## config.mk

```make
export PLATFORM = sky130hd
export DESIGN_NAME = pipeline_hazard_tracker
export DESIGN_NICKNAME = d
export VERILOG_FILES = /design/src/rtl/pipeline_hazard_tracker.sv
export SDC_FILE = /design/constraint.sdc
export NUM_CORES = 1
export LEC_CHECK = 0
export CORE_UTILIZATION = 46
export CTS_CLUSTER_DIAMETER = 80
export DETAILED_ROUTE_END_ITERATION = 10
export GPL_ROUTABILITY_DRIVEN = 1
export PLACE_DENSITY = 0.83
export SLEW_MARGIN = 10
export SYNTH_ARGS = -nofsm -noshare
export SYNTH_HDL_FRONTEND = slang
export SYNTH_SLANG_ARGS = --single-unit
```

## constraint.sdc

```tcl
create_clock -name clk -period 2.2 [get_ports clk]
set_clock_uncertainty 0.05 [all_clocks]
set_input_delay 0.33 -clock clk [delete_from_list [all_inputs] [get_ports clk]]
set_output_delay 0.33 -clock clk [all_outputs]
set_load 0.03 [all_outputs]
```

## src/rtl/pipeline_hazard_tracker.sv

```systemverilog
// pipeline_hazard_tracker
//
// Sits beside the ID stage. It keeps a short shift register of destination
// tags for every downstream stage (stage 1 = EX, 2 = MEM, 3 = WB, ...). From
// those tags it computes operand-forwarding selects and load-use stalls for
// the instruction currently in ID. It also counts the cycles in which stall
// was high.
//
// There is no valid/ready handshake in this block. The ID inputs are sampled
// on every rising clk edge. The stage tags advance unconditionally on every
// edge, and a stall is expressed only by loading a bubble into stage 1.
//
// Ports
//   clk, reset          clock (rising edge) and synchronous active-high reset
//   id_valid            ID holds a real instruction
//   id_rs1/id_rs1_used  source 1 address / instruction reads it
//   id_rs2/id_rs2_used  source 2 address / instruction reads it
//   id_rd/id_reg_wr     destination address / instruction writes it
//   id_mem_rd           the ID instruction is a load
//   kill                squash the ID instruction (taken branch/jump)
//   stall               hold PC and IF/ID, inject a bubble into stage 1
//   fwd_a/fwd_b         0 = register file, k = forward from stage k
//   stage_valid         bit k-1 : stage k holds a valid instruction
//   stage_reg_wr        bit k-1 : stage k writes its rd
//   stage_rd            slice k-1 : rd of stage k
//   stall_count         saturating count of stalled cycles
module pipeline_hazard_tracker #(
    parameter int REG_AW   = 3,
    parameter int DEPTH    = 3,
    parameter int LOAD_LAT = 1,
    parameter int ZERO_REG = 0,
    parameter int SEL_W    = 2,
    parameter int CNT_W    = 16
) (
    input  logic                    clk,
    input  logic                    reset,
    input  logic                    id_valid,
    input  logic [REG_AW-1:0]       id_rs1,
    input  logic                    id_rs1_used,
    input  logic [REG_AW-1:0]       id_rs2,
    input  logic                    id_rs2_used,
    input  logic [REG_AW-1:0]       id_rd,
    input  logic                    id_reg_wr,
    input  logic                    id_mem_rd,
    input  logic                    kill,
    output logic                    stall,
    output logic [SEL_W-1:0]        fwd_a,
    output logic [SEL_W-1:0]        fwd_b,
    output logic [DEPTH-1:0]        stage_valid,
    output logic [DEPTH-1:0]        stage_reg_wr,
    output logic [DEPTH*REG_AW-1:0] stage_rd,
    output logic [CNT_W-1:0]        stall_count
);

    // Index i holds stage i+1.
    logic [DEPTH-1:0]  v_q;
    logic [DEPTH-1:0]  wr_q;
    logic [DEPTH-1:0]  ld_q;
    logic [REG_AW-1:0] rd_q [DEPTH];

    logic haz_a;
    logic haz_b;
    logic zero_a;
    logic zero_b;

    // Register 0 never matches when it is hardwired.
    assign zero_a = (ZERO_REG != 0) && (id_rs1 == '0);
    assign zero_b = (ZERO_REG != 0) && (id_rs2 == '0);

    // The loop walks from the oldest stage down to the youngest. The last
    // match found is therefore the youngest producer, which must win. The
    // hazard flag follows that same youngest match. An older ALU result
    // behind a younger load cannot hide the load.
    always_comb begin
        fwd_a = '0;
        fwd_b = '0;
        haz_a = 1'b0;
        haz_b = 1'b0;
        for (int i = DEPTH - 1; i >= 0; i--) begin
            if (id_rs1_used && !zero_a && v_q[i] && wr_q[i] && (rd_q[i] == id_rs1)) begin
                fwd_a = SEL_W'(i + 1);
                haz_a = (i < LOAD_LAT) && ld_q[i];
            end
            if (id_rs2_used && !zero_b && v_q[i] && wr_q[i] && (rd_q[i] == id_rs2)) begin
                fwd_b = SEL_W'(i + 1);
                haz_b = (i < LOAD_LAT) && ld_q[i];
            end
        end
    end

    // kill wins: a squashed instruction never waits for its operands.
    assign stall = id_valid && !kill && (haz_a || haz_b);

    always_ff @(posedge clk) begin
        if (reset) begin
            v_q         <= '0;
            wr_q        <= '0;
            ld_q        <= '0;
            stall_count <= '0;
            for (int i = 0; i < DEPTH; i++) begin
                rd_q[i] <= '0;
            end
        end else begin
            for (int i = DEPTH - 1; i > 0; i--) begin
                v_q[i]  <= v_q[i-1];
                wr_q[i] <= wr_q[i-1];
                ld_q[i] <= ld_q[i-1];
                rd_q[i] <= rd_q[i-1];
            end
            if (stall || kill || !id_valid) begin
                v_q[0]  <= 1'b0;
                wr_q[0] <= 1'b0;
                ld_q[0] <= 1'b0;
                rd_q[0] <= '0;
            end else begin
                v_q[0]  <= 1'b1;
                wr_q[0] <= id_reg_wr;
                ld_q[0] <= id_mem_rd;
                rd_q[0] <= id_rd;
            end
            if (stall && (stall_count != '1)) begin
                stall_count <= stall_count + CNT_W'(1);
            end
        end
    end

    assign stage_valid  = v_q;
    assign stage_reg_wr = wr_q;

    for (genvar g = 0; g < DEPTH; g++) begin : g_rd_pack
        assign stage_rd[g*REG_AW +: REG_AW] = rd_q[g];
    end

endmodule

```

=== Word level (Yosys, flattened, before mapping) ===
Memories as Yosys holds them, arrays and structs flattened.
Index checks and enable logic that the tools add are counted.

* Bits in registers: 23
* Bits in writable memories: 9
* Memories kept: 1

{| class="wikitable"
|+ Memories
! name !! words !! bits a word !! rd ports !! clocked after memory_dff !! write ports !! RTL line !! source
|-
| rd_q || 3 || 3 || 3 || 0 || 3 || 59 || <nowiki>logic [REG_AW-1:0] rd_q [DEPTH];</nowiki>
|}

* Add/subtract/negate cells: 1
* Reductions and logical operators: 27
* Muxes and demuxes: 21
* Bitwise gates (word level): 4
* Equal/unequal tests: 7

{| class="wikitable"
|+ Operators by type and width
! kind !! count
|-
| logical AND 1 bit || 21
|-
| equality test 3 bit || 6
|-
| adder 16 x 1 -> 16 bit (second input constant) || 1
|-
| inequality test 16 bit (second input constant) || 1
|-
| two-way mux 2 bit || 6
|-
| two-way mux 3 bit || 4
|-
| two-way mux 1 bit || 11
|-
| OR 1 bit || 4
|-
| logical OR 1 bit || 3
|-
| zero test 1 bit || 2
|-
| OR reduction 2 bit || 1
|}

=== Logic depth before layout (Yosys ltp) ===
Gate-level depths: netlist of the first run.

* Depth in word-level cells: 13
* Mapped depth: 7

=== Worst setup path before layout of the first run ===
Ideal clock, no wire load.

* Path type: flip-flop to output port
* Start point: memory rd_q[2][2] (netlist: rd_q[0][8])
* End point: output port fwd_a[0]
* Buffers on the path: 0
* Arrival: 1.795 ns
* Setup slack: 0.025 ns
* Stages on the path, launching flop included: 4
* Data required time: 1.820 ns
* Cell sequence: edfxtp_1 -> xor2_1 -> or4_1 -> o21bai_1

{| class="wikitable"
|+ RTL lines
! what !! RTL line !! source
|-
| from (decl) || 59 ||
|-
| to (decl) || 47 || <nowiki>output logic [SEL_W-1:0] fwd_a,</nowiki>
|}

==> metrics.txt, run 1 <==
# TYPE chip_impl_metric gauge
chip_impl_metric{name="timing.max_cap.violations",unit=""} 0
chip_impl_metric{name="yosysUniqueCellTypes",unit=""} 31
chip_impl_info{name="worst_r2r_endpoint",value="stall_count[11]"} 1
chip_impl_metric{name="first_iteration_detailed_routing_drc_count",unit=""} 161
chip_impl_metric{name="postRouteWirelength",unit="um"} 5260
chip_impl_info{name="worst_setup_path_start_kind",value="register"} 1
chip_impl_metric{name="post-dp-hpwl",unit="um"} 2980
chip_impl_metric{name="timing.critical_path.slowest_cell_delay",unit="ns"} 0.51
chip_impl_metric{name="holdPathStages",unit=""} 2
chip_impl_metric{name="fin_cells",unit=""} 305
chip_impl_metric{name="cts_hold_repair.buffers",unit=""} 0
chip_impl_metric{name="area.growth.synth_to_final",unit="%"} 61.5
chip_impl_info{name="rsz0062_at_grt",value="true"} 1
chip_impl_metric{name="grt_pass1_vias",unit=""} 1443
chip_impl_metric{name="pin_count_of_the_biggest_net_entering_global_routing",unit=""} 17
chip_impl_metric{name="floorplan.rows",unit=""} 21
chip_impl_metric{name="reg2regPathDepth",unit=""} 8
chip_impl_metric{name="clock_tree.htree_level_count",unit=""} 2
chip_impl_metric{name="clkSinkCount",unit=""} 32
chip_impl_metric{name="relSlewSlack",unit="%"} 58.4
chip_impl_metric{name="later_pin_clock_latency_in_the_skew_report",unit="ns"} 0.34
chip_impl_metric{name="initial_utilization",unit="%"} 48.7
chip_impl_metric{name="ctsLongestPathBuffers",unit=""} 2
chip_impl_metric{name="io-pin-count",unit=""} 53
chip_impl_metric{name="numCtsBuffers",unit=""} 5
chip_impl_metric{name="post-route-cell-area",unit="um2"} 2670
chip_impl_metric{name="max_freq",unit="GHz"} 0.418
chip_impl_metric{name="final_max_slew_viol_count",unit=""} 0
chip_impl_metric{name="max-vdd-ir-drop",unit="V"} 0.000321
chip_impl_metric{name="netlist_area",unit="um2"} 1650
chip_impl_metric{name="worstPathArrival",unit="ns"} 2.01
chip_impl_metric{name="worst_slew_pin_slew",unit="ns"} 0.619
chip_impl_metric{name="post-place-ws",unit="ns"} -0.394
chip_impl_metric{name="core-area",unit="um2"} 3390
chip_impl_metric{name="report.final.hold_viol_count",unit=""} 0
chip_impl_metric{name="cp.required",unit="ns"} 1.82
chip_impl_metric{name="yosysWarningCount",unit=""} 0
chip_impl_metric{name="chipHeight",unit="um"} 61.9
chip_impl_info{name="worstSetupEndpointType",value="primary output"} 1
chip_impl_metric{name="fillers",unit=""} 213
chip_impl_info{name="launch_instance_of_the_worst_register_to_register_path",value="rd_q[0][0]"} 1
chip_impl_metric{name="routedWlPerCell",unit="um"} 17.2
chip_impl_metric{name="rrSetupSlack",unit="ns"} -0.05
chip_impl_info{name="cts_tree",value="yes"} 1
chip_impl_metric{name="nets",unit=""} 277
chip_impl_metric{name="multi_input_area",unit="um2"} 1060
chip_impl_metric{name="grt_first_pass_wirelength",unit="um"} 6970
chip_impl_metric{name="cellLeakagePower",unit="nW"} 0.948
chip_impl_info{name="outcome",value="complete, but fails checks"} 1
chip_impl_metric{name="final_critical_path_setup_slack",unit="ns"} -0.190
chip_impl_info{name="worstHoldStart",value="stall_count[10]"} 1
chip_impl_info{name="post_synth_main_area_contributors",value="dfxtp_1 28%, edfxtp_1 16%, xor2_1 8.5%"} 1
chip_impl_metric{name="floorplan.die_area",unit="um2"} 3830
chip_impl_metric{name="synthCells",unit=""} 168
chip_impl_metric{name="period_minus_slack",unit="ns"} 2.39
chip_impl_metric{name="drc",unit=""} 0
chip_impl_metric{name="ys_seq_area_share",unit="%"} 44.3
chip_impl_metric{name="gp_congestion",unit=""} 0.815
chip_impl_info{name="crit_path_top_delay_cell",value="nor3_1"} 1
chip_impl_metric{name="finalSetupTns",unit="ns"} -0.551
chip_impl_metric{name="fp.dieW",unit="um"} 61.9
chip_impl_metric{name="register_clock_pin_slew_on_the_reported_worst_setup_and_hold_paths",unit="ns"} 0.10
chip_impl_metric{name="area_after_detailed_placement",unit="um2"} 2330
chip_impl_metric{name="drive_above_1_share",unit="%"} 27.8
chip_impl_metric{name="ys_seq_elements",unit=""} 32
chip_impl_info{name="crit_chain",value="xnor2_1 -> nand4_1 -> nor3_1 -> o21bai_4 -> buf_6"} 1
chip_impl_metric{name="pwr_density_cell",unit="nW/um2"} 425
chip_impl_metric{name="num_vias",unit=""} 1720
chip_impl_info{name="worstHoldPathType",value="register to register"} 1
chip_impl_info{name="violations",value="setup timing"} 1
chip_impl_metric{name="drt.antenna.violating_nets",unit=""} 0
chip_impl_metric{name="synth_top_area_share",unit="%"} 27.9
chip_impl_metric{name="antenna_cells",unit=""} 0
chip_impl_info{name="path_class",value="register to primary output"} 1
chip_impl_metric{name="place_inst",unit=""} 283
chip_impl_info{name="layout.cells.most_common",value="clkdlybuf4s50_1"} 1
chip_impl_metric{name="drt-pass1-iter-count",unit=""} 4
chip_impl_info{name="hold_path_end",value="stall_count[10]"} 1
chip_impl_metric{name="grt_antenna_before_repair",unit=""} 0
chip_impl_metric{name="vias_per_cell",unit=""} 5.64
chip_impl_metric{name="cp_max_fo",unit=""} 3
chip_impl_info{name="clk_root_buf",value="clkbuf_4"} 1
chip_impl_metric{name="global_route.usage.total",unit="%"} 25.8
chip_impl_metric{name="io_buffers",unit=""} 52
chip_impl_info{name="mostFrequentLayoutCells",value="40 x clkdlybuf4s50_1, 27 x buf_4, 23 x dfxtp_1"} 1
chip_impl_metric{name="globalRoute.totalOverflow",unit=""} 0
chip_impl_metric{name="final_critical_path_share_of_the_clock_period",unit="%"} 109
chip_impl_metric{name="seq_cell_area",unit="um2"} 731
chip_impl_metric{name="postSynthAreaPerCell",unit="um2"} 9.82
chip_impl_metric{name="setup_viol",unit=""} 13
chip_impl_info{name="synth_top_area_cell",value="dfxtp_1"} 1
==> cell usage after synthesis (all sizes together) <==
library cell,count
dfxtp,23
a21oi,18
xor2,16
or4,13
nor2b,10
o31ai,10
edfxtp,9
nand3,8
o21ai,7
and2,6
clkbuf,6
nand2,6
or3,6
nand4,5
inv,4
and4,2
nor2,2
nor3,2
nor4,2
o2111ai,2
o21bai,2
xnor2,2
and4bb,1
buf,1
conb,1
ha,1
o41ai,1
or2,1
or3b,1
==> where the power goes <==
part / internal, mW / total, mW / switching [mW]
sequential: 0.620 / 0.638 / 0.0182
combinational: 0.0822 / 0.171 / 0.0887
clock: 0.118 / 0.323 / 0.206
==> through the flow <==
step	hold WS (ns)	util (%)	power [mW]
after detailed placement	0.438	68.8	0.802
final	0.459	78.6	1.13
after global routing	0.480	78.6	1.17
after floorplan	0.402	-	0.717
after CTS	0.452	74.2	1.12
after global placement	0.427	68.8	0.798
==> worst max-delay path, delay by kind of cell (launching register included) <==
family / cells / cell delay [ns]
and+or+nand+nor: 2 / 0.67
DFF: 1 / 0.48
xor gates and xnor gates: 1 / 0.20
buffers and inverters: 1 / 0.17
AOI/OAI and AO/OA: 1 / 0.15
==> state kept, by name, indices dropped and copies added, names as in the netlist <==
signal	flops
stage_valid	3
ld_q	1
stage_reg_wr	3
stall_count	16
rd_q	9
==> area by class of cell <==
type,instances,share of cell area (%)
Inverter,4,0.563
Timing Repair Buffer,82,28.5
Clock buffer,6,1.55
Clock inverter,1,0.188
Tap cell,46,2.16
Sequential cell,32,27.4
Multi-Input combinational cell,134,39.7
==> how the worst max path moves through the flow <==
| stage | slack, ns | to | from | cells after the start |
|---|---|---|---|---|
| after floorplan | 0.02 | fwd_a[0] | rd_q[0][8] | 3 |
| after global placement | -0.34 | stall_count[15] | id_rs2[2] | 6 |
| after detailed placement | -0.39 | stall_count[15] | id_rs2[2] | 6 |
| after CTS | -0.03 | fwd_a[0] | rd_q[0][1] | 5 |
| after global routing | -0.22 | fwd_a[0] | rd_q[0][3] | 5 |
| final | -0.19 | fwd_a[0] | rd_q[0][3] | 5 |
==> timing repair <==
action                     CTS  global route
setup buffers                9             5
setup endpoints to repair   10            19
gates resized for setup     16            28
hold endpoints to repair     0             0
gates cloned                 1             0
pin swaps                   10            19
==> cell families (layout without fill, tap and decap cells) <==
logic type                 Yosys count  after routing  synth area share (%)
AOI/OAI and AO/OA                   40             41                  15.9
xor gates and xnor gates            18             18                  9.55
adders and majority gates            1              1                 0.758
buffers and inverters               11             93                  2.96
DFF                                 32             32                  44.3
other                                1              9                 0.227
and+or+nand+nor                     65             65                  26.3
==> routing by layer <==
layer | wire, um | global-route usage (%) | vias up
met1 | 2130 | 34.6 | 815
li1 | - | - | 800
met5 | 0 | 0 | -
met4 | 225 | 11.1 | 0
met2 | 2620 | 39.6 | 87
met3 | 288 | 6.21 | 18
(Power assumes the default switching activity.)
==> run 2: changes to the inputs <==
Settings changed: CORE_ASPECT_RATIO from default to 1.4, GPL_TIMING_DRIVEN from default to 0.
==> metrics.txt, run 2 (synthesis results as in run 1) <==
# TYPE chip_impl_metric gauge
chip_impl_metric{name="post-dp-hpwl",unit="um"} 2870
chip_impl_metric{name="pin_count_of_the_biggest_net_entering_global_routing",unit=""} 11
chip_impl_metric{name="core-area",unit="um2"} 3410
chip_impl_info{name="cts_tree",value="yes"} 1
chip_impl_metric{name="floorplan.rows",unit=""} 25
chip_impl_metric{name="max-vdd-ir-drop",unit="V"} 0.000531
chip_impl_metric{name="clkSinkCount",unit=""} 32
chip_impl_info{name="worstSetupEndpointType",value="register"} 1
chip_impl_metric{name="grt_pass1_vias",unit=""} 1454
chip_impl_metric{name="setup_viol",unit=""} 7
chip_impl_metric{name="final_critical_path_setup_slack",unit="ns"} -0.0483
chip_impl_metric{name="floorplan.die_area",unit="um2"} 3830
chip_impl_metric{name="antenna_cells",unit=""} 0
chip_impl_metric{name="max_freq",unit="GHz"} 0.445
chip_impl_metric{name="cp.required",unit="ns"} 2.35
chip_impl_metric{name="fp.dieW",unit="um"} 52.6
chip_impl_metric{name="initial_utilization",unit="%"} 48.4
chip_impl_metric{name="num_vias",unit=""} 1644
chip_impl_metric{name="period_minus_slack",unit="ns"} 2.25
chip_impl_metric{name="final_max_slew_viol_count",unit=""} 0
chip_impl_info{name="path_class",value="register to register"} 1
chip_impl_metric{name="register_clock_pin_slew_on_the_reported_worst_setup_and_hold_paths",unit="ns"} 0.07
chip_impl_info{name="violations",value="setup timing"} 1
chip_impl_metric{name="worstPathArrival",unit="ns"} 2.40
chip_impl_info{name="rsz0062_at_grt",value="true"} 1
chip_impl_metric{name="grt_first_pass_wirelength",unit="um"} 6670
chip_impl_metric{name="postRouteWirelength",unit="um"} 4700
chip_impl_metric{name="io_buffers",unit=""} 51
chip_impl_metric{name="largest_register_ffs",unit=""} 16
chip_impl_info{name="worst_setup_path_start_kind",value="register"} 1
chip_impl_metric{name="cp_max_fo",unit=""} 6
chip_impl_metric{name="gp_congestion",unit=""} 0.796
chip_impl_metric{name="cellLeakagePower",unit="nW"} 0.860
chip_impl_metric{name="grt_antenna_before_repair",unit=""} 0
chip_impl_metric{name="timing.max_cap.violations",unit=""} 0
chip_impl_info{name="biggestRegsByFlops",value="stall_count x16, rd_q x9"} 1
chip_impl_metric{name="finalSetupTns",unit="ns"} -0.253
chip_impl_metric{name="drive_above_1_share",unit="%"} 19.4
chip_impl_metric{name="vias_per_cell",unit=""} 5.73
chip_impl_metric{name="report.final.hold_viol_count",unit=""} 0
chip_impl_info{name="clk_root_buf",value="clkbuf_8"} 1
chip_impl_metric{name="drt.antenna.violating_nets",unit=""} 0
chip_impl_info{name="critical-path-top-delay-family",value="simple AND/OR/NAND/NOR gates"} 1
chip_impl_metric{name="later_pin_clock_latency_in_the_skew_report",unit="ns"} 0.29
chip_impl_metric{name="globalRoute.totalOverflow",unit=""} 0
chip_impl_info{name="mostFrequentLayoutCells",value="39 x clkdlybuf4s50_1, 23 x dfxtp_1, 14 x a21oi_1"} 1
chip_impl_metric{name="chipHeight",unit="um"} 72.9
chip_impl_metric{name="drt-pass1-iter-count",unit=""} 4
chip_impl_metric{name="routedWlPerCell",unit="um"} 16.4
chip_impl_info{name="crit_chain",value="xor2_2 -> nor4_4 -> buf_6 -> o2111ai_4 -> or4_1 -> a21oi_1"} 1
chip_impl_metric{name="nets",unit=""} 264
chip_impl_metric{name="post-route-cell-area",unit="um2"} 2530
chip_impl_metric{name="ctsLongestPathBuffers",unit=""} 2
chip_impl_metric{name="first_iteration_detailed_routing_drc_count",unit=""} 21
chip_impl_metric{name="timing.critical_path.slowest_cell_delay",unit="ns"} 0.49
chip_impl_metric{name="final_critical_path_share_of_the_clock_period",unit="%"} 102
chip_impl_metric{name="drc",unit=""} 0
chip_impl_metric{name="numCtsBuffers",unit=""} 5
chip_impl_info{name="layout.cells.most_common",value="clkdlybuf4s50_1"} 1
chip_impl_metric{name="timing.hold.ws",unit="ns"} 0.441
chip_impl_metric{name="global_route.usage.total",unit="%"} 24.0
chip_impl_metric{name="pwr_density_cell",unit="nW/um2"} 483
chip_impl_metric{name="cp.buffers_inverters",unit=""} 1
chip_impl_metric{name="area_after_detailed_placement",unit="um2"} 2240
chip_impl_metric{name="clock_tree.htree_level_count",unit=""} 2
chip_impl_metric{name="io-pin-count",unit=""} 53
chip_impl_info{name="outcome",value="complete, but fails checks"} 1
chip_impl_info{name="worstHoldPathType",value="primary input to register"} 1
chip_impl_info{name="crit_path_top_delay_cell",value="edfxtp_1"} 1
chip_impl_info{name="regMostFlops",value="stall_count"} 1
chip_impl_metric{name="area.growth.synth_to_final",unit="%"} 53.1
[run 2: power breakdown]
part	total (mW)	internal, mW	switching (mW)
clock	0.434	0.222	0.212
combinational	0.149	0.0688	0.0807
sequential	0.639	0.620	0.0182
total	1.22	0.911	0.311
[run 2: metal layers]
layer,vias up,GRT usage [%],wire length [um]
met3,7,6.46,194
met1,798,29.2,1890
met2,56,39.8,2540
met5,-,0,0
li1,783,-,-
met4,0,8.77,80
[run 2: metrics by stage]
| stage | total power, mW | std cells | setup WS, ns | utilization [%] |
|---|---|---|---|---|
| final | 1.22 | 287 | -0.0483 | 74.1 |
| after global routing | 1.27 | 287 | -0.175 | 74.1 |
| after CTS | 1.22 | 279 | -0.0297 | 69.4 |
| after detailed placement | 0.788 | 267 | -0.894 | 65.7 |
| after global placement | 0.785 | 267 | -0.869 | 65.7 |
| after floorplan | 0.717 | 176 | 0.0248 | - |
[run 2: timing repair]
action | 4_1_cts | 5_1_grt
endpoints found under the hold margin | 0 | 0
pin swaps | 5 | 14
hold buffers | 0 | 0
endpoints found under the setup margin | 18 | 19
buffers inserted | 4 | 5
gates resized for setup | 42 | 26
cloned | 0 | 3
[run 2: final timing paths]
check                                       end  slack [ns]            start  depth (start not counted)
worst min-delay path                 rd_q[0][4]        0.44            reset                          2
worst max register to register  stall_count[14]       -0.05       rd_q[0][1]                          6
worst min register to register  stall_count[12]        0.46  stall_count[12]                          2
worst max-delay path            stall_count[14]       -0.05       rd_q[0][1]                          6
[run 2: cell type report]
| type | count | area (um2) |
|---|---|---|
| Multi-Input combinational cell | 134 | 1030 |
| Fill cell | 251 | 882 |
| Sequential cell | 32 | 731 |
| Timing Repair Buffer | 62 | 582 |
| Clock buffer | 7 | 76.3 |
| Tap cell | 40 | 50.0 |
| Buffer | 7 | 41.3 |
| Inverter | 4 | 15.0 |
| Clock inverter | 1 | 5.00 |
==> run 3: changes to the inputs <==
Settings changed: PLACE_DENSITY 0.83 to 0.85.
==> metrics.txt, run 3 (synthesis results as in run 1) <==
# TYPE chip_impl_metric gauge
chip_impl_info{name="launch_instance_of_the_worst_register_to_register_path",value="rd_q[0][2]"} 1
chip_impl_info{name="worstHoldStart",value="stall_count[10]"} 1
chip_impl_metric{name="post-dp-hpwl",unit="um"} 2850
chip_impl_metric{name="drt.antenna.violating_nets",unit=""} 0
chip_impl_metric{name="globalRoute.totalOverflow",unit=""} 0
chip_impl_metric{name="final_max_slew_viol_count",unit=""} 0
chip_impl_metric{name="rrSetupSlack",unit="ns"} 0.02
chip_impl_metric{name="routedWlPerCell",unit="um"} 14.9
chip_impl_metric{name="setup_viol",unit=""} 0
chip_impl_info{name="worstSetupEndpointType",value="register"} 1
chip_impl_metric{name="drc",unit=""} 0
chip_impl_metric{name="grt_pass1_vias",unit=""} 1548
chip_impl_metric{name="area.growth.synth_to_final",unit="%"} 47.1
chip_impl_info{name="worstHoldPathType",value="register to register"} 1
chip_impl_metric{name="vias_per_cell",unit=""} 5.75
chip_impl_metric{name="cellLeakagePower",unit="nW"} 0.851
chip_impl_metric{name="register_clock_pin_slew_on_the_reported_worst_setup_and_hold_paths",unit="ns"} 0.06
chip_impl_metric{name="gp_congestion",unit=""} 0.799
chip_impl_metric{name="pwr_density_cell",unit="nW/um2"} 492
chip_impl_info{name="hold_path_end",value="stall_count[10]"} 1
chip_impl_metric{name="floorplan.die_area",unit="um2"} 3830
chip_impl_metric{name="largest_register_ffs",unit=""} 16
chip_impl_metric{name="clock_tree.htree_level_count",unit=""} 2
chip_impl_metric{name="grt_antenna_before_repair",unit=""} 0
chip_impl_metric{name="postRouteWirelength",unit="um"} 4240
chip_impl_info{name="rsz0062_at_grt",value="true"} 1
chip_impl_metric{name="worstPathArrival",unit="ns"} 2.33
chip_impl_info{name="layout.cells.most_common",value="clkdlybuf4s50_1"} 1
chip_impl_metric{name="switching_share",unit="%"} 24.6
chip_impl_metric{name="max_freq",unit="GHz"} 0.459
chip_impl_metric{name="global_route.usage.total",unit="%"} 23.5
chip_impl_metric{name="io-pin-count",unit=""} 53
chip_impl_metric{name="post-place-ws",unit="ns"} -0.871
chip_impl_info{name="worst_setup_path_start_kind",value="register"} 1
chip_impl_metric{name="grt_first_pass_wirelength",unit="um"} 6800
chip_impl_metric{name="report.final.hold_viol_count",unit=""} 0
chip_impl_metric{name="numCtsBuffers",unit=""} 5
chip_impl_info{name="clk_root_buf",value="clkbuf_8"} 1
chip_impl_metric{name="cts_hold_repair.buffers",unit=""} 0
chip_impl_info{name="regMostFlops",value="stall_count"} 1
chip_impl_metric{name="drive_above_1_share",unit="%"} 14.3
chip_impl_metric{name="io_buffers",unit=""} 51
chip_impl_metric{name="first_iteration_detailed_routing_drc_count",unit=""} 48
chip_impl_metric{name="comb_power_share",unit="%"} 11.9
chip_impl_metric{name="power_report.internal_total",unit="mW"} 0.901
chip_impl_metric{name="core-area",unit="um2"} 3410
chip_impl_metric{name="later_pin_clock_latency_in_the_skew_report",unit="ns"} 0.28
chip_impl_info{name="mostFrequentLayoutCells",value="39 x clkdlybuf4s50_1, 23 x dfxtp_1, 17 x a21oi_1"} 1
chip_impl_metric{name="finalSetupTns",unit="ns"} 0
chip_impl_metric{name="num_vias",unit=""} 1633
chip_impl_info{name="biggestRegsByFlops",value="stall_count x16, rd_q x9"} 1
chip_impl_info{name="outcome",value="finished clean"} 1
chip_impl_metric{name="final_critical_path_setup_slack",unit="ns"} 0.0226
chip_impl_metric{name="switching_pwr",unit="mW"} 0.295
chip_impl_metric{name="nets",unit=""} 262
chip_impl_metric{name="antenna_cells",unit=""} 0
chip_impl_info{name="worst_r2r_endpoint",value="stall_count[13]"} 1
chip_impl_metric{name="initial_utilization",unit="%"} 48.4
chip_impl_metric{name="pin_count_of_the_biggest_net_entering_global_routing",unit=""} 11
chip_impl_metric{name="pwr-share-clk",unit="%"} 34.8
chip_impl_metric{name="reg2regPathDepth",unit=""} 6
chip_impl_metric{name="holdPathStages",unit=""} 2
chip_impl_metric{name="period_minus_slack",unit="ns"} 2.18
chip_impl_metric{name="fillers",unit=""} 248
chip_impl_metric{name="clkSinkCount",unit=""} 32
chip_impl_metric{name="final_critical_path_share_of_the_clock_period",unit="%"} 99.0
chip_impl_info{name="cts_tree",value="yes"} 1
chip_impl_metric{name="ctsLongestPathBuffers",unit=""} 2
chip_impl_metric{name="drt-pass1-iter-count",unit=""} 4
chip_impl_metric{name="chipHeight",unit="um"} 72.9
chip_impl_metric{name="timing.max_cap.violations",unit=""} 0
chip_impl_metric{name="floorplan.rows",unit=""} 25
chip_impl_metric{name="p_seq_share",unit="%"} 53.3
chip_impl_metric{name="cp.required",unit="ns"} 2.35
chip_impl_metric{name="fp.dieW",unit="um"} 52.6
chip_impl_metric{name="cp_max_fo",unit=""} 5
chip_impl_info{name="path_class",value="register to register"} 1
chip_impl_metric{name="max-vdd-ir-drop",unit="V"} 0.000615
[run 3: cell count changes in the layout (fill, tap and decap cells not counted), moves of 2 or more]
cell and change:
xor2_1 +4, or4_1 +3, a21oi_1 +3, xor2_2 -4, buf_2 -2, buf_4 +3, buf_6 -4, a21oi_2 -2
or4_4 -3
[run 3: worst max-delay path by stage]
stage / from / to / slack, ns
3_5_place_dp: id_rs2[2] / stall / -0.87
5_1_grt: rd_q[0][2] / stall_count[13] / -0.05
2_1_floorplan: rd_q[0][8] / fwd_a[0] / 0.02
4_1_cts: id_rs1[0] / fwd_a[0] / 0.002
3_3_place_gp: id_rs2[2] / stall / -0.86
6_report: rd_q[0][2] / stall_count[13] / 0.02
[run 3: per-layer routing]
metal / global-route usage (%) / wire [um] / part of all wire, %
met5: 0 / 0 / 0
met4: 10.2 / 102 / 2.4
met3: 5.21 / 205 / 4.8
met2: 38.8 / 2110 / 50
met1: 28.6 / 1820 / 43
[run 3: layout make-up]
type,count,area (um2),share of cell area (%)
multi-input combinational,134,946,39.0
timing repair buffer,60,564,23.2
buffer,7,43.8,1.80
sequential,32,731,30.1
tap,40,50.0,2.06
inverter,4,15.0,0.619
clock buffer,6,72.6,2.99
clock inverter,1,5.00,0.206
[run 3: what timing repair did]
item | in CTS | in global routing
endpoints found under the setup margin | 17 | 18
gates cloned | 1 | 0
endpoints found under the hold margin | 0 | 0
buffers inserted | 3 | 6
gates resized for setup | 41 | 7
pin swaps | 4 | 6
[run 3: power by group through the flow]
stage	Sequential (mW)	Clock (mW)	Combinational, mW
after floorplan	0.671	0	0.0467
after global placement	0.649	0	0.135
after detailed placement	0.650	0	0.137
after CTS	0.637	0.419	0.135
after global routing	0.639	0.437	0.151
final	0.637	0.416	0.142
[run 3: worst max-delay path: stages (launching register included)]
cell       delay (ns)
edfxtp_1         0.48
xor2_2           0.20
nor4_4           0.33
buf_4            0.21
o2111ai_4        0.15
or4_1            0.52
a21oi_1          0.18
[run 3: stage by stage]
step	instances	hold slack (ns)	area [um2]	utilization [%]	power (mW)
floorplan	176	0.402	1680	-	0.717
global placement	267	0.429	2240	65.7	0.784
detailed placement	267	0.441	2240	65.7	0.787
CTS	278	0.455	2360	69.2	1.19
global route	284	0.475	2430	71.2	1.23
finish	284	0.448	2430	71.2	1.20
==> patch 1 (config.mk and constraints of run 3) <==
Change the parameter `ZERO_REG` from 0 to 1.
--- a/src/rtl/pipeline_hazard_tracker.sv
+++ b/src/rtl/pipeline_hazard_tracker.sv
@@ -28,7 +28,7 @@
     parameter int REG_AW   = 3,
     parameter int DEPTH    = 3,
     parameter int LOAD_LAT = 1,
-    parameter int ZERO_REG = 0,
+    parameter int ZERO_REG = 1,
     parameter int SEL_W    = 2,
     parameter int CNT_W    = 16
 ) (
Function: changed (Yosys sat finds a counterexample within 4 cycles, from zero or initial values and one cycle with reset high).
==> patch 1 against run 3 <==
The run now ends with negative setup slack left; area after synthesis grew 2.7%; sequential cell count is the same; via count grew 3.2%; power grew 3.2%; wire length grew 6.7%; sequential power is essentially flat; global-route usage grew 1.1 points; design area grew 3.9%; worst setup slack lost 0.073 ns; clock power grew 3%; critical path depth grew 2.
==> patch 1: results (changes against run 3) <==
Timing
  – Setup TNS Final: -0.0852 ns (-0.0852 ns)
  – Final setup margin: -0.0505 ns (-0.0731 ns)
  – Final hold violations: 0 (unchanged)
  – Hold_ws: 0.448 ns (-0.0000900 ns)
  – Count of final setup violators: 2 (+2)

Synth
  – Distinct cells, synth: 37 (+19%)
  – Post-synthesis sequential area ratio: 43.1% (-1.2 points)
  – Number of enable flip-flop cells after synthesis: 9 (unchanged)
  – Synth Area in Adders: 0.738% (-0.020 points)
  – Post-synth top cells: 23 x dfxtp_1, 17 x a21oi_1, 14 x xor2_1, 12 x nor2b_1
  – Post-synth ARST share: 0% (unchanged)
  – Mux contribution to synthesized area: 0.664% (+0.66 points)
  – Synth Area in XOR/XNOR: 9.30% (-0.25 points)
  – Cells after Synth: 181 (+7.7%)
  – Top area cells in the synthesized netlist: dfxtp_1 27%, edfxtp_1 16%, xor2_1 7.2%, a21oi_1 5.0%, nor2b_1 4.4%
  – Synth Area in Compound Gates: 16.8% (+0.91 points)

Critical path
  – Crit path to: fwd_b[0]
  – Reg-to-reg slack, setup: 0.09 ns (+0.07 ns)
  – Critical path arrival: 1.87 ns (-0.46 ns)
  – CP startpoint: id_rs2_used
  – CP peak stage delay: 0.50 ns (-0.02 ns)
  – RR Endpoint: rd_q[0][2]
  – Top delay family on crit path: buffers and inverters
  – Slowest CP cell: clkdlybuf4s50_1
  – Crit-path max FO: 5 (unchanged)
  – RR Startpoint: rd_q[0][0]

Placement
  – Hpwl dp: 3.08 mm (+8.0%)
  – Placed insts: 280 (+4.9%)
  – Pre-CTS WS: -0.850 ns (+0.0212 ns)
  – GP Congestion: 0.798 (-0.15%)
  – Dpl cell area: 2290 sq um (+2.0%)

Cells and area
  – Fin cells: 294 (+3.5%)
  – Clk cell area share: 3.23% (+0.030 points)
  – Clkbuf count: 7 (+1)
  – Data buffer area share: 23.4% (-1.7 points)
  – #MultiIn Comb: 147 (+9.7%)
  – Layout Nets: 271 (+3.4%)
  – Bufs w/o clock: 64 (-4.5%)
  – Final instance area: 2520 sq um (+3.9%)
  – Share of post-route cells with drive strength above 1: 16.5% (+2.2 points)
  – Non-clk invs: 3 (-1)
  – Multi-input logic area: 1060 sq um (+12%)
  – Filler Cell Count: 256 (+3.2%)

Min path
  – Hold_sp: stage_valid[1]
  – Hold endpoint: stage_valid[2]
  – Hold depth: 1 (-1)

Drt
  – Via count: 1686 (+3.2%)
  – Drt pass-1 iters: 5 (+1)
  – DRT iter0 DRCs: 84 (+75%)
  – Routed wire per std cell: 15.4 um (+3.1%)

Global route
  – Vias in the first global route: 1551 (+0.19%)
  – First-pass GRT wire length: 7.07 mm (+4.0%)
  – Gr usage total: 24.5% (+1.1 points)

Power
  – Pleak: 0.893 nW (+5.0%)
  – Max VDD drop: 0.604 mV (-1.7%)

Clock network
  – Worst skew pair latency: 0.28 ns (about the same)

Floorplan
  – Initial Util: 49.3% (+0.87 points)

Status
  – Status: finished, violations left
  – Failing checks: negative setup slack
[patch 1: cell types whose count changed in the layout (fill, tap and decap cells not counted), moves of 3 or more]
cell and change:
o31ai_1 -4, or4_1 -6, xnor2_1 +3, and3_1 +4
nor3_2 +3, nor2_1 +4, buf_4 -4, o21ai_1 +3
nand3_1 -4
[patch 1: metal layers]
layer	vias to the layer above	GRT usage, %	share of wire [%]	routed length, um
met5	-	0	0	0
met4	0	10.5	1.9	85
met3	10	5.59	4.8	218
met2	68	41.8	52	2360
met1	801	28.5	41	1850
li1	807	-	-	-
[patch 1: report_power, final]
group	leakage (nW)	internal (mW)	total, mW	switching [mW]
logic	0.575	0.0744	0.168	0.0934
registers	0.276	0.621	0.636	0.0156
clock network	0.0422	0.222	0.430	0.208
[patch 1: what timing repair did]
| action | CTS | global route |
|---|---|---|
| endpoints found under the hold margin | 0 | 0 |
| setup buffers | 4 | 2 |
| resized for setup | 42 | 26 |
| endpoints found under the setup margin | 19 | 17 |
| pin swaps | 2 | 9 |
==> patch 2 (config.mk and constraints of run 3) <==
Without the edit above. Make the reset (`reset`) asynchronous in one clocked block. Comments in the files are not updated.
--- a/src/rtl/pipeline_hazard_tracker.sv
+++ b/src/rtl/pipeline_hazard_tracker.sv
@@ -91,7 +91,7 @@
     // kill wins: a squashed instruction never waits for its operands.
     assign stall = id_valid && !kill && (haz_a || haz_b);
 
-    always_ff @(posedge clk) begin
+    always_ff @(posedge clk or posedge reset) begin
         if (reset) begin
             v_q         <= '0;
             wr_q        <= '0;
Behaviour: differs if reset is asserted again (counterexample within 4 cycles, from zero or initial values and one cycle with reset high); with reset held inactive, the same outputs for 10 cycles.
==> patch 2 against run 3 <==
Combinational power decreased by 8%; wire length decreased by 14%; power increased by 2.2%; non-clock buffer count decreased by 5; core utilization increased by 2.1 points; design area decreased by 5.7%; die area decreased by 7.7%; area after synthesis decreased by 8.0%; sequential cell count unchanged; worst setup slack improved by 0.020 ns.
==> patch 2: results (changes against run 3) <==
Clock network
  – Clock slew at reported path FFs: 0.06 ns (about the same)
  – Worst skew pair latency: 0.28 ns (about the same)
  – CTS root buffer: clkbuf_8
  – Max H-tree Level: 2 (unchanged)
  – Max Buffers Root-to-Sink: 2 (unchanged)

Placement
  – Hpwl dp: 2.47 mm (-13%)
  – IO Port Bufs: 52 (+2.0%)
  – GP Congestion: 0.799 (about the same)
  – Dpl cell area: 2090 sq um (-6.8%)
  – Pre-CTS WS: -0.817 ns (+0.0542 ns)

Global route
  – First-pass GRT wire length: 5.90 mm (-13%)
  – Gr usage total: 22.7% (-0.79 points)
  – Antenna violations before repair: 0 (unchanged)
  – Largest net degree at the start of global routing: 33 (+22)

Power
  – Switch share: 23.4% (-1.3 points)
  – Pleak: 1.02 nW (+19%)
  – Max VDD drop: 0.606 mV (-1.5%)

Critical path
  – RR Endpoint: stall_count[1]
  – Crit path to: stall
  – Crit Path Class: reg -> out
  – CP peak stage delay: 0.45 ns (-0.07 ns)
  – Crit-path max FO: 4 (-1)
  – Slowest CP cell: dfrtp_2
  – FF-to-FF path depth: 7 (+1)
  – CP startpoint: stage_rd[2]
  – Reg-to-reg slack, setup: 0.15 ns (+0.13 ns)
  – Critical path arrival: 1.78 ns (-0.55 ns)

Cells and area
  – Layout Nets: 216 (-18%)
  – Share of post-route cells with drive strength above 1: 18.7% (+4.3 points)
  – Antenna diodes: 0 (unchanged)

Timing
  – Max-slew headroom: ~53%
  – Final period utilization: 98.1% (-0.91 points)

Min path
  – Hold_sp: stage_rd[1]

Drt
  – DRT iter0 DRCs: 21 (-56%)
  – Via count: 1253 (-23%)
  – Via/cell ratio: 5.29 (-8.1%)
  – Post-Route WL: 3.65 mm (-14%)

Synth
  – Top_reg_cell synth: dfrtp_1
  – Distinct cells, synth: 28 (-9.7%)
  – Top area cells in the synthesized netlist: dfrtp_1 53%, xor2_1 10%, xnor2_1 8.6%, nand3_1 3.6%, and2_1 2.9%
  – Post-synth ARST share: 100% (+100 points)
  – Post-synthesis sequential area ratio: 52.7% (+8.4 points)
  – Mean Syn Cell Area: 11.7 sq um (+19%)
  – Post-synth top cells: 32 x dfrtp_1, 18 x xor2_1, 15 x xnor2_1, 11 x nand3_1

Status
  – Status: finished, final reports clean
-- patch 2: cell count changes in the layout (fill, tap and decap cells not counted), moves of 10 or more --
cell     delta
dfrtp_1    +31
dfxtp_1    -23
xnor2_1    +14
o31ai_1    -10
or4_1      -11
a21oi_1    -13
-- patch 2: repair_timing --
| item | in CTS | in global routing |
|---|---|---|
| setup endpoints to repair | 5 | 3 |
| endpoints found under the hold margin | 0 | 0 |
| cloned | 0 | 0 |
| gates resized for setup | 44 | 5 |
| buffers inserted | 4 | 5 |
| pin swaps | 3 | 4 |
-- patch 2: cell type report --
cell class | count | area (sq um)
multi-input combinational | 96 | 757
clock buffer | 7 | 96.3
sequential | 32 | 802
tap | 39 | 48.8
inverter | 1 | 3.75
fill | 241 | 835
timing repair buffer | 61 | 569
buffer | 1 | 11.3
-- patch 2: logic make-up (layout without fill, tap and decap cells) --
kind of cell | count (synthesis) | in the layout | share of synthesized area, %
AO/OA/AOI/OAI | 7 | 7 | 2.88
buffers and inverters | 2 | 70 | 0.988
AND/OR/NAND/NOR | 54 | 54 | 22.8
flip-flops | 32 | 32 | 52.7
XOR/XNOR | 33 | 33 | 19.0
multiplexers | 1 | 1 | 0.741
adder cells (fa/ha/maj) | 1 | 1 | 0.824
-- patch 2: critical path, delay by kind of cell (launching register included) --
kind,cells,cell delay [ns]
AO/OA/AOI/OAI,1,0.20
XOR/XNOR,1,0.20
buffers and inverters,2,0.23
AND/OR/NAND/NOR,2,0.42
flip-flops,1,0.45
-- patch 2: power groups by stage --
| stage | logic [mW] | registers [mW] | clock network [mW] |
|---|---|---|---|
| floorplan | 0.0361 | 0.646 | 0 |
| global placement | 0.125 | 0.624 | 0 |
| detailed placement | 0.127 | 0.624 | 0 |
| CTS | 0.129 | 0.614 | 0.487 |
| global route | 0.140 | 0.617 | 0.517 |
| finish | 0.131 | 0.615 | 0.476 |
-- patch 2: worst min path at each step --
stage	to	slack [ns]	cells past startpoint
detailed placement	stage_valid[2]	0.37	0
floorplan	ld_q[0]	0.40	1
global route	stage_rd[4]	0.38	0
finish	stage_rd[4]	0.37	0
global placement	stage_valid[2]	0.37	0
CTS	stage_valid[2]	0.38	0
-- patch 2: per-layer routing --
| metal | track usage [%] | part of all wire [%] | vias up |
|---|---|---|---|
| li1 | - | - | 589 |
| met1 | 26.2 | 37 | 584 |
| met2 | 38.5 | 54 | 66 |
| met3 | 5.01 | 5.8 | 14 |
| met4 | 11.4 | 3.0 | 0 |
| met5 | 0 | 0 | - |
